`src/rtl/alu_serial_seq.sv`:
```
// Bit-serial ALU sequencer: walks an external 1-bit ALU slice across WIDTH bits,
// one bit per clock, for AND/OR/ADD/SUB and a two-pass SLT.
`timescale 1ns/1ps
module alu_serial_seq #(
  parameter int unsigned WIDTH = 32
) (
  input  logic             clk,
  input  logic             rst,
  input  logic             start,
  input  logic [5:0]       funct,
  input  logic [WIDTH-1:0] op_a,
  input  logic [WIDTH-1:0] op_b,
  output logic             slice_a,
  output logic             slice_b,
  output logic             slice_c,
  output logic             slice_less,
  output logic [5:0]       slice_signal,
  input  logic             slice_sum,
  input  logic             slice_cout,
  output logic             busy,
  output logic             done,
  output logic [WIDTH-1:0] result,
  output logic             overflow,
  output logic             zero,
  output logic             err
);

  localparam int unsigned IDX_W = (WIDTH > 1) ? $clog2(WIDTH) : 1;
  localparam logic [5:0] F_AND = 6'b100100;
  localparam logic [5:0] F_OR  = 6'b100101;
  localparam logic [5:0] F_ADD = 6'b100000;
  localparam logic [5:0] F_SUB = 6'b100010;
  localparam logic [5:0] F_SLT = 6'b101010;
  localparam logic [IDX_W-1:0] K_LAST = IDX_W'(WIDTH - 1);

  typedef enum logic [2:0] {IDLE, RUN, SLT_CMP, SLT_OUT, FIN} state_e;

  state_e           state_q, state_d;
  logic [5:0]       funct_q, funct_d;
  logic [WIDTH-1:0] a_q, a_d, b_q, b_d;
  logic [IDX_W-1:0] k_q, k_d;
  logic             carry_q, carry_d;
  logic             less_q, less_d;
  logic [WIDTH-1:0] result_q, result_d;
  logic             ovf_q, ovf_d;
  logic             zero_q, zero_d;
  logic             err_q, err_d;
  logic             busy_q, busy_d;
  logic             done_q, done_d;
  logic             sa_q, sa_d, sb_q, sb_d, sc_q, sc_d, sl_q, sl_d;
  logic [5:0]       sig_q, sig_d;
  logic             k_last;

  assign k_last = (k_q == K_LAST);

  // State register and all registered outputs
  always_ff @(posedge clk or posedge rst) begin
    if (rst) begin
      state_q  <= IDLE;
      funct_q  <= 6'b0;
      a_q      <= '0;
      b_q      <= '0;
      k_q      <= '0;
      carry_q  <= 1'b0;
      less_q   <= 1'b0;
      result_q <= '0;
      ovf_q    <= 1'b0;
      zero_q   <= 1'b1;
      err_q    <= 1'b0;
      busy_q   <= 1'b0;
      done_q   <= 1'b0;
      sa_q     <= 1'b0;
      sb_q     <= 1'b0;
      sc_q     <= 1'b0;
      sl_q     <= 1'b0;
      sig_q    <= 6'b0;
    end else begin
      state_q  <= state_d;
      funct_q  <= funct_d;
      a_q      <= a_d;
      b_q      <= b_d;
      k_q      <= k_d;
      carry_q  <= carry_d;
      less_q   <= less_d;
      result_q <= result_d;
      ovf_q    <= ovf_d;
      zero_q   <= zero_d;
      err_q    <= err_d;
      busy_q   <= busy_d;
      done_q   <= done_d;
      sa_q     <= sa_d;
      sb_q     <= sb_d;
      sc_q     <= sc_d;
      sl_q     <= sl_d;
      sig_q    <= sig_d;
    end
  end

  // Next-state and next-output logic; slice drives are precomputed for the next cycle
  always_comb begin
    state_d  = state_q;
    funct_d  = funct_q;
    a_d      = a_q;
    b_d      = b_q;
    k_d      = k_q;
    carry_d  = carry_q;
    less_d   = less_q;
    result_d = result_q;
    ovf_d    = ovf_q;
    zero_d   = zero_q;
    err_d    = err_q;
    busy_d   = 1'b0;
    done_d   = 1'b0;
    sa_d     = 1'b0;
    sb_d     = 1'b0;
    sc_d     = 1'b0;
    sl_d     = 1'b0;
    sig_d    = 6'b0;

    case (state_q)
      IDLE: begin
        if (start) begin
          funct_d  = funct;
          a_d      = op_a;
          b_d      = op_b;
          k_d      = '0;
          carry_d  = 1'b0;
          result_d = '0;
          ovf_d    = 1'b0;
          err_d    = 1'b0;
          case (funct)
            F_AND, F_OR, F_ADD: state_d = RUN;
            F_SUB: begin
              state_d = RUN;
              carry_d = 1'b1;
            end
            F_SLT: begin
              state_d = SLT_CMP;
              carry_d = 1'b1;
            end
            default: begin
              state_d = FIN;
              err_d   = 1'b1;
            end
          endcase
        end
      end
      RUN: begin
        result_d[k_q] = slice_sum;
        carry_d       = slice_cout;
        if (k_last) begin
          ovf_d   = ((funct_q == F_ADD) || (funct_q == F_SUB)) ? (carry_q ^ slice_cout) : 1'b0;
          k_d     = '0;
          state_d = FIN;
        end else begin
          k_d = k_q + IDX_W'(1);
        end
      end
      SLT_CMP: begin
        // Subtraction pass: only the sign and overflow of the msb matter
        carry_d = slice_cout;
        if (k_last) begin
          less_d  = slice_sum ^ (carry_q ^ slice_cout);
          k_d     = '0;
          state_d = SLT_OUT;
        end else begin
          k_d = k_q + IDX_W'(1);
        end
      end
      SLT_OUT: begin
        result_d[k_q] = slice_sum;
        carry_d       = slice_cout;
        if (k_last) begin
          ovf_d   = 1'b0;
          k_d     = '0;
          state_d = FIN;
        end else begin
          k_d = k_q + IDX_W'(1);
        end
      end
      FIN: state_d = IDLE;
      default: state_d = IDLE;
    endcase

    busy_d = (state_d == RUN) || (state_d == SLT_CMP) || (state_d == SLT_OUT);
    done_d = (state_d == FIN);
    if (state_d == FIN) zero_d = (result_d == '0);

    if (busy_d) begin
      sa_d = a_d[k_d];
      sb_d = b_d[k_d];
      sc_d = (state_d == SLT_OUT) ? 1'b0 : carry_d;
      sl_d = (state_d == SLT_OUT) && (k_d == '0) && less_d;
      case (state_d)
        SLT_CMP: sig_d = F_SUB;
        SLT_OUT: sig_d = F_SLT;
        default: sig_d = funct_d;
      endcase
    end
  end

  assign slice_a      = sa_q;
  assign slice_b      = sb_q;
  assign slice_c      = sc_q;
  assign slice_less   = sl_q;
  assign slice_signal = sig_q;
  assign busy         = busy_q;
  assign done         = done_q;
  assign result       = result_q;
  assign overflow     = ovf_q;
  assign zero         = zero_q;
  assign err          = err_q;

endmodule
```
`config.mk`:
```
export PLATFORM = sky130hd
export DESIGN_NAME = alu_serial_seq
export DESIGN_NICKNAME = d
export VERILOG_FILES = /design/src/rtl/alu_serial_seq.sv
export SDC_FILE = /design/constraint.sdc
export NUM_CORES = 1
export LEC_CHECK = 0
export ABC_AREA = 1
export BUFFER_PORTS_ARGS = -buffer_cell sky130_fd_sc_hd__clkbuf_2
export CAP_MARGIN = 20
export CORE_MARGIN = 1.5
export CORE_UTILIZATION = 35
export CTS_CLUSTER_DIAMETER = 100
export DETAILED_ROUTE_END_ITERATION = 12
export GPL_TIMING_DRIVEN = 0
export SLEW_MARGIN = 10
export SYNTH_ARGS = -nofsm -noshare
export SYNTH_HDL_FRONTEND = slang
export SYNTH_SLANG_ARGS = --single-unit
```
`constraint.sdc`:
```
create_clock -name clk -period 5.1 [get_ports clk]
set_clock_uncertainty 0.2 [all_clocks]
set_input_delay 0.255 -clock clk [delete_from_list [all_inputs] [get_ports clk]]
set_output_delay 0.255 -clock clk [all_outputs]
set_load 0.05 [all_outputs]
```
* Word-level counts from Yosys, hierarchy flattened *
Index checks and enable logic that the tools add are counted.

word-level totals
  bits in registers = 127
  word-level logic and storage cells = 100

cells by class
  equality and inequality tests = 18
  order comparisons = 3
  reduce and logical (&&, ||, !) cells = 17
  muxes and demuxes = 41
  bitwise gates (word level) = 2
  $add $sub $neg = 1

operators with widths
  operator             count
  $mux 32              5
  $pmux 32 s2          1
  $eq 6x6->1 const B   7
  $bwmux 32            1
  $logic_not 32->1     1
  $mux 6               3
  $mux 1               17
  $eq 3x2->1 const B   4
  $lt 5x6->1 const B   2
  $pmux 6 s2           1
  $bmux 1 s5           2
  $mux 5               2
  $pmux 5 s2           1
  $mux 3               3
  $pmux 3 s3           1
  $eq 3x1->1 const B   2
  $ne 2x2->1 const B   3
  $pmux 3 s2           1
  $add 5x1->5 const B  1
  $demux 1 s5          1
  $eq 5x5->1 const B   1
  $ge 5x1->1 const B   1
  $logic_not 5->1      1
  $reduce_or 5->1      1
  13 further kinds     19

* Depth between registers and ports, before layout *
  word-level depth = 9
  mapped depth = 17

* Worst setup path before layout *
Ideal clock, no wire load.

  path type = register to register
  from = register k_q[0]
  to = register sa_q, in the netlist slice_a
  slack = 2.619 ns
  library setup time = 0.119 ns
  buffers on the path = 2
  cell stages (with the launch flop) = 16
  clock period less this slack = 2.481 ns
  arrival time = 2.162 ns
  cell sequence = dfrtp_1 -> ha_1 -> clkbuf_1 -> nand2_1 -> nor2_1 -> ha_1 -> inv_1 -> nand3_1 -> nand2_4 -> inv_2 -> buf_6 -> nand3_1 -> nand3_1 -> nand3_1 -> a21oi_1 -> nor2_1

on the way
  cells in the longest elaborated chain, start to end = 7

RTL lines
  what                                                 RTL line  text
  from (decl)                                          41        logic [IDX_W-1:0] k_q, k_d;
  from (signal assigned)                               82        k_q <= k_d;
  branches (longest 6 deep; another with $add 5x1->5)  --
  $mux 1 (*)                                           189       if (busy_d) begin
  via sa_d                                             50        logic sa_q, sa_d, sb_q, sb_d, sc_q, sc_d, sl_q, sl_d;
  to (signal assigned)                                 72        sa_q <= 1'b0;
  to (signal assigned)                                 91        sa_q <= sa_d;
  to (decl)                                            50

Mark *: on every way through the listed nets, which the timed path passes. The select of a mux whose other input is x is not followed.
A chain may end at the register's enable or synchronous reset.

* Worst setup path after layout *
  from = register k_q[0]
  to = register sb_q, in the netlist slice_b

on the way
  cells in the longest elaborated chain, start to end = 7

RTL lines
  what                                                 RTL line  text
  branches (longest 6 deep; another with $add 5x1->5)  --
  $mux 1 (*)                                           189
  via sb_d                                             50
  to (signal assigned)                                 73        sb_q <= 1'b0;
  to (signal assigned)                                 92        sb_q <= sb_d;
  to (decl)                                            50

Marks and branches as above.

==> metrics <==
Clock Sinks=127; fraction of the mapped netlist area in compound gates=5.43%; ys flop type=dfrtp_1; relative slew slack=a little under two thirds; Setup Viol. Count Final=0; hpwl dp=13100 microns; Diodes inserted=0; Post-Synth XOR/XNOR Area=less than 1%; Avg Cell Area, Syn=7.55 sq um; register area share after synthesis=49.5%; Die X=around 140 microns; # H-tree levels=4; worst vdd ir=about 0.26 mV; drt drc=0; leakage dissipation=4.61 nW; Clock Power Share=approximately two fifths; largest net degree at the start of global routing=between 80 and 90; fin cells=1305; R2R Path Start=k_q[0]$_DFF_PP0_; mux cell area share after synthesis=0%; main combinational cell family by area after synthesis=simple AND/OR/NAND/NOR gates; Crit-path slowest cell=dfrtp_1; Syn Nets=approximately 930; worst-margin pin slew=0.534 ns; Net Sw Power=0.946 mW; minimum clock period=3.17 ns; Chip Height=139 microns; Initial Util=between 30% and 40%; total core area=approximately 18000 sq um; synth top area cells=dfrtp_1 49%, nand2_1 19%, nand3_1 12%, inv_1 3.2%, nor2_1 3.0%; Crit Reg-Reg Endpoint=slice_b$_DFF_PP0_; setup_tns=0 ns; footprint of the multi-input gates=2780 sq um; status=finished, final reports clean; Startpoint Class=flip-flop; Detailed Route WL=approximately 19000 microns; hold depth=4; initial antenna violation count=1; post-synth top area share=49.1%; die area=approximately 19000 sq um; Skew-Pair Late Insertion Delay=0.42 ns; post-route antenna net violation count=0; PD cells=between 300 and 400 nW/um^2; worst hold slack=0.0203 ns; Overflow after GRT=0; worst path cell trace=ha_1 > clkbuf_1 > nand2_1 > nor2_1 > ha_1 > nor2_1 > nand2_2 > clkbuf_1 > nand3_1 > nand3_1 > nand3_1 > nand3_1 > nand2_1 > nand2_1 > nand2_1 > nor2_1; Cells after Synth=approximately 850; layout cells sized above 1=19.3%; crit path DAT=3.32 ns; placed cells=1202; CP peak stage delay=0.46 ns; Reg clk slew, reported paths=about 0.060 ns; FP Rows=49; fmax=0.316 GHz; Max Cap Violations=0; I/O Buffers=121; Seq pwr share=38.9%; simple-gate share of the synthesized area=36.6%; asr flop ratio synth=100%; Iteration-0 DRC Markers=about 530; first-pass iteration count of the detailed router=7; number of global-route vias before repair=6136; switching share of power=31.1%; Root Driver=clkbuf_16; synth unique cells=38; min-delay worst type=in2reg; worst reg-to-reg setup slack=1.93 ns; number of flops mapped to enable cells by yosys=0; Min-Delay Startpoint=funct[3]; Synth area leader=dfrtp_1; Fillers=1820; register area=3180 sq um; Final Hold Viols=0; Final Total Pwr=about 3.0 mW; WL met3=between 800 and 900 microns; Met2 Routed Length=8570 microns; Via-to-Cell Ratio=4.80; final core occ=48.1%; Min-Delay Endpoint=funct_q[3]$_DFF_PP0_; FF+latch count, synth=127; first-pass GRT wire length=31500 microns; wire length on met1=roughly 9200 microns; synth warn=0; cell area after synthesis=around 6400 sq um; Max Root-Sink Buffers=2; Adder-Cell Fraction of Synth Area=less than 1%; via count=6268; net count reported at finish=approximately 1100; Req. time, crit path=5.26 ns; wire per inst=14.7 microns; top sig layer=met5; worst r2r path cells=16; combinational cell fraction of total power=21.4%; period utilization=between 60% and 70%; Area Growth Syn to Fin=34.6%; worst-path fanout max=10; Placer Congestion=0.842; I/O Pins=approximately 120; setup repair bufs after CTS=0; Worst Setup End Kind=flip-flop; GRT Total Usage=20.6%; Internal=2.09 mW; CTS buffer count=17; critical path class=reg2reg; CTS tree=yes; Final Max Slew Viols=0; RSZ-0062 raised after global routing=no
[sequential cells by signal (all words and copies together), names as in the netlist]
signal / flops
a_q: 32
b_q: 32
result: 32
funct_q: 6
slice_signal: 6
k_q: 5
state_q: 3
busy: 1
carry_q: 1
done: 1
err: 1
less_q: 1
overflow: 1
slice_a: 1
slice_b: 1
slice_c: 1
slice_less: 1
zero: 1
[cell families after synthesis]
kind of cell	count (synthesis)
and+or+nand+nor	558
DFF	127
buffers and inverters	102
AOI/OAI and AO/OA	57
adders and majority gates	5
xor gates and xnor gates	2
[worst max path at each step]
stage / startpoint / endpoint / slack, ns / cells after the start
2_1_floorplan: rst / a_q[0]$_DFF_PP0_ / 1.26 / 1
3_3_place_gp: rst / funct_q[5]$_DFF_PP0_ / -0.39 / 2
3_5_place_dp: k_q[0]$_DFF_PP0_ / slice_a$_DFF_PP0_ / 1.91 / 16
4_1_cts: k_q[0]$_DFF_PP0_ / slice_b$_DFF_PP0_ / 1.87 / 16
5_1_grt: k_q[0]$_DFF_PP0_ / slice_b$_DFF_PP0_ / 1.55 / 16
6_report: k_q[0]$_DFF_PP0_ / slice_b$_DFF_PP0_ / 1.93 / 16
[layout by cell type (no fill, tap or decap), drive strengths merged]
| cell type | instances |
|---|---|
| clkbuf | 151 |
| dlygate4sd3 | 71 |
| nand2 | 335 |
| o21a | 2 |
| nand3 | 157 |
| a221oi | 1 |
| dfrtp | 126 |
| and2 | 1 |
| or2 | 1 |
| nor2 | 55 |
| o21ai | 18 |
| clkinvlp | 1 |
| dfstp | 1 |
| bufinv | 1 |
| ha | 5 |
| o311ai | 1 |
| a21oi | 21 |
| nand4 | 4 |
| o41ai | 1 |
| nor4 | 2 |
| nor3 | 3 |
| inv | 63 |
| xnor2 | 1 |
| xor2 | 1 |
| o22ai | 1 |
| clkinv | 7 |
| buf | 33 |
| o21bai | 10 |
| o221ai | 1 |
| o31ai | 1 |
[metal layers]
layer | vias to the layer above | global-route usage [%]
met5 | - | 0
met4 | 2 | 8.14
met3 | 42 | 3.88
met2 | 176 | 31.7
met1 | 2882 | 28.9
li1 | 3166 | -
[power by group through the flow]
stage	logic, mW	clock network (mW)	registers, mW
2_1_floorplan	0.394	0	1.23
3_3_place_gp	0.598	0	1.20
3_5_place_dp	0.605	0	1.20
4_1_cts	0.652	1.22	1.18
5_1_grt	0.734	1.27	1.20
6_report	0.651	1.21	1.18
[stage by stage]
step / setup WS (ns) / cell area, sq um
final: 1.93 / 8650
after global routing: 1.55 / 8650
after CTS: 1.87 / 8650
after detailed placement: 1.91 / 7350
after global placement: -0.390 / 7320
after floorplan: 1.26 / 6430
[synth_stat cells (all sizes together), types with 2 or more instances]
| cell | count |
|---|---|
| ha | 5 |
| o21bai | 10 |
| nor3 | 3 |
| clkbuf | 9 |
| inv | 61 |
| dfrtp | 126 |
| nand2 | 335 |
| nor2 | 55 |
| o21a | 2 |
| nand3 | 157 |
| o21ai | 18 |
| nand4 | 4 |
| buf | 32 |
| a21oi | 21 |
| nor4 | 2 |
[layout make-up]
class,count,share of cell area (%)
Clock inverter,11,1.22
Sequential cell,127,36.8
Timing Repair Buffer,193,15.5
Multi-Input combinational cell,622,32.2
Inverter,61,2.73
Tap cell,229,3.31
Buffer,41,2.69
Clock buffer,21,5.56
[what timing repair did]
item	4_1_cts	5_1_grt
hold buffers	71	0
endpoints found under the hold margin	112	0
resized for setup	0	0
[critical path: cells and delay by family, from the launching register on]
kind                     cells  cell delay (ns)
adder cells (fa/ha/maj)      2             0.41
buffers and inverters        2             0.77
flip-flops                   1             0.46
AND/OR/NAND/NOR             12             1.26
No activity file was read; power rests on OpenSTA's default activity.
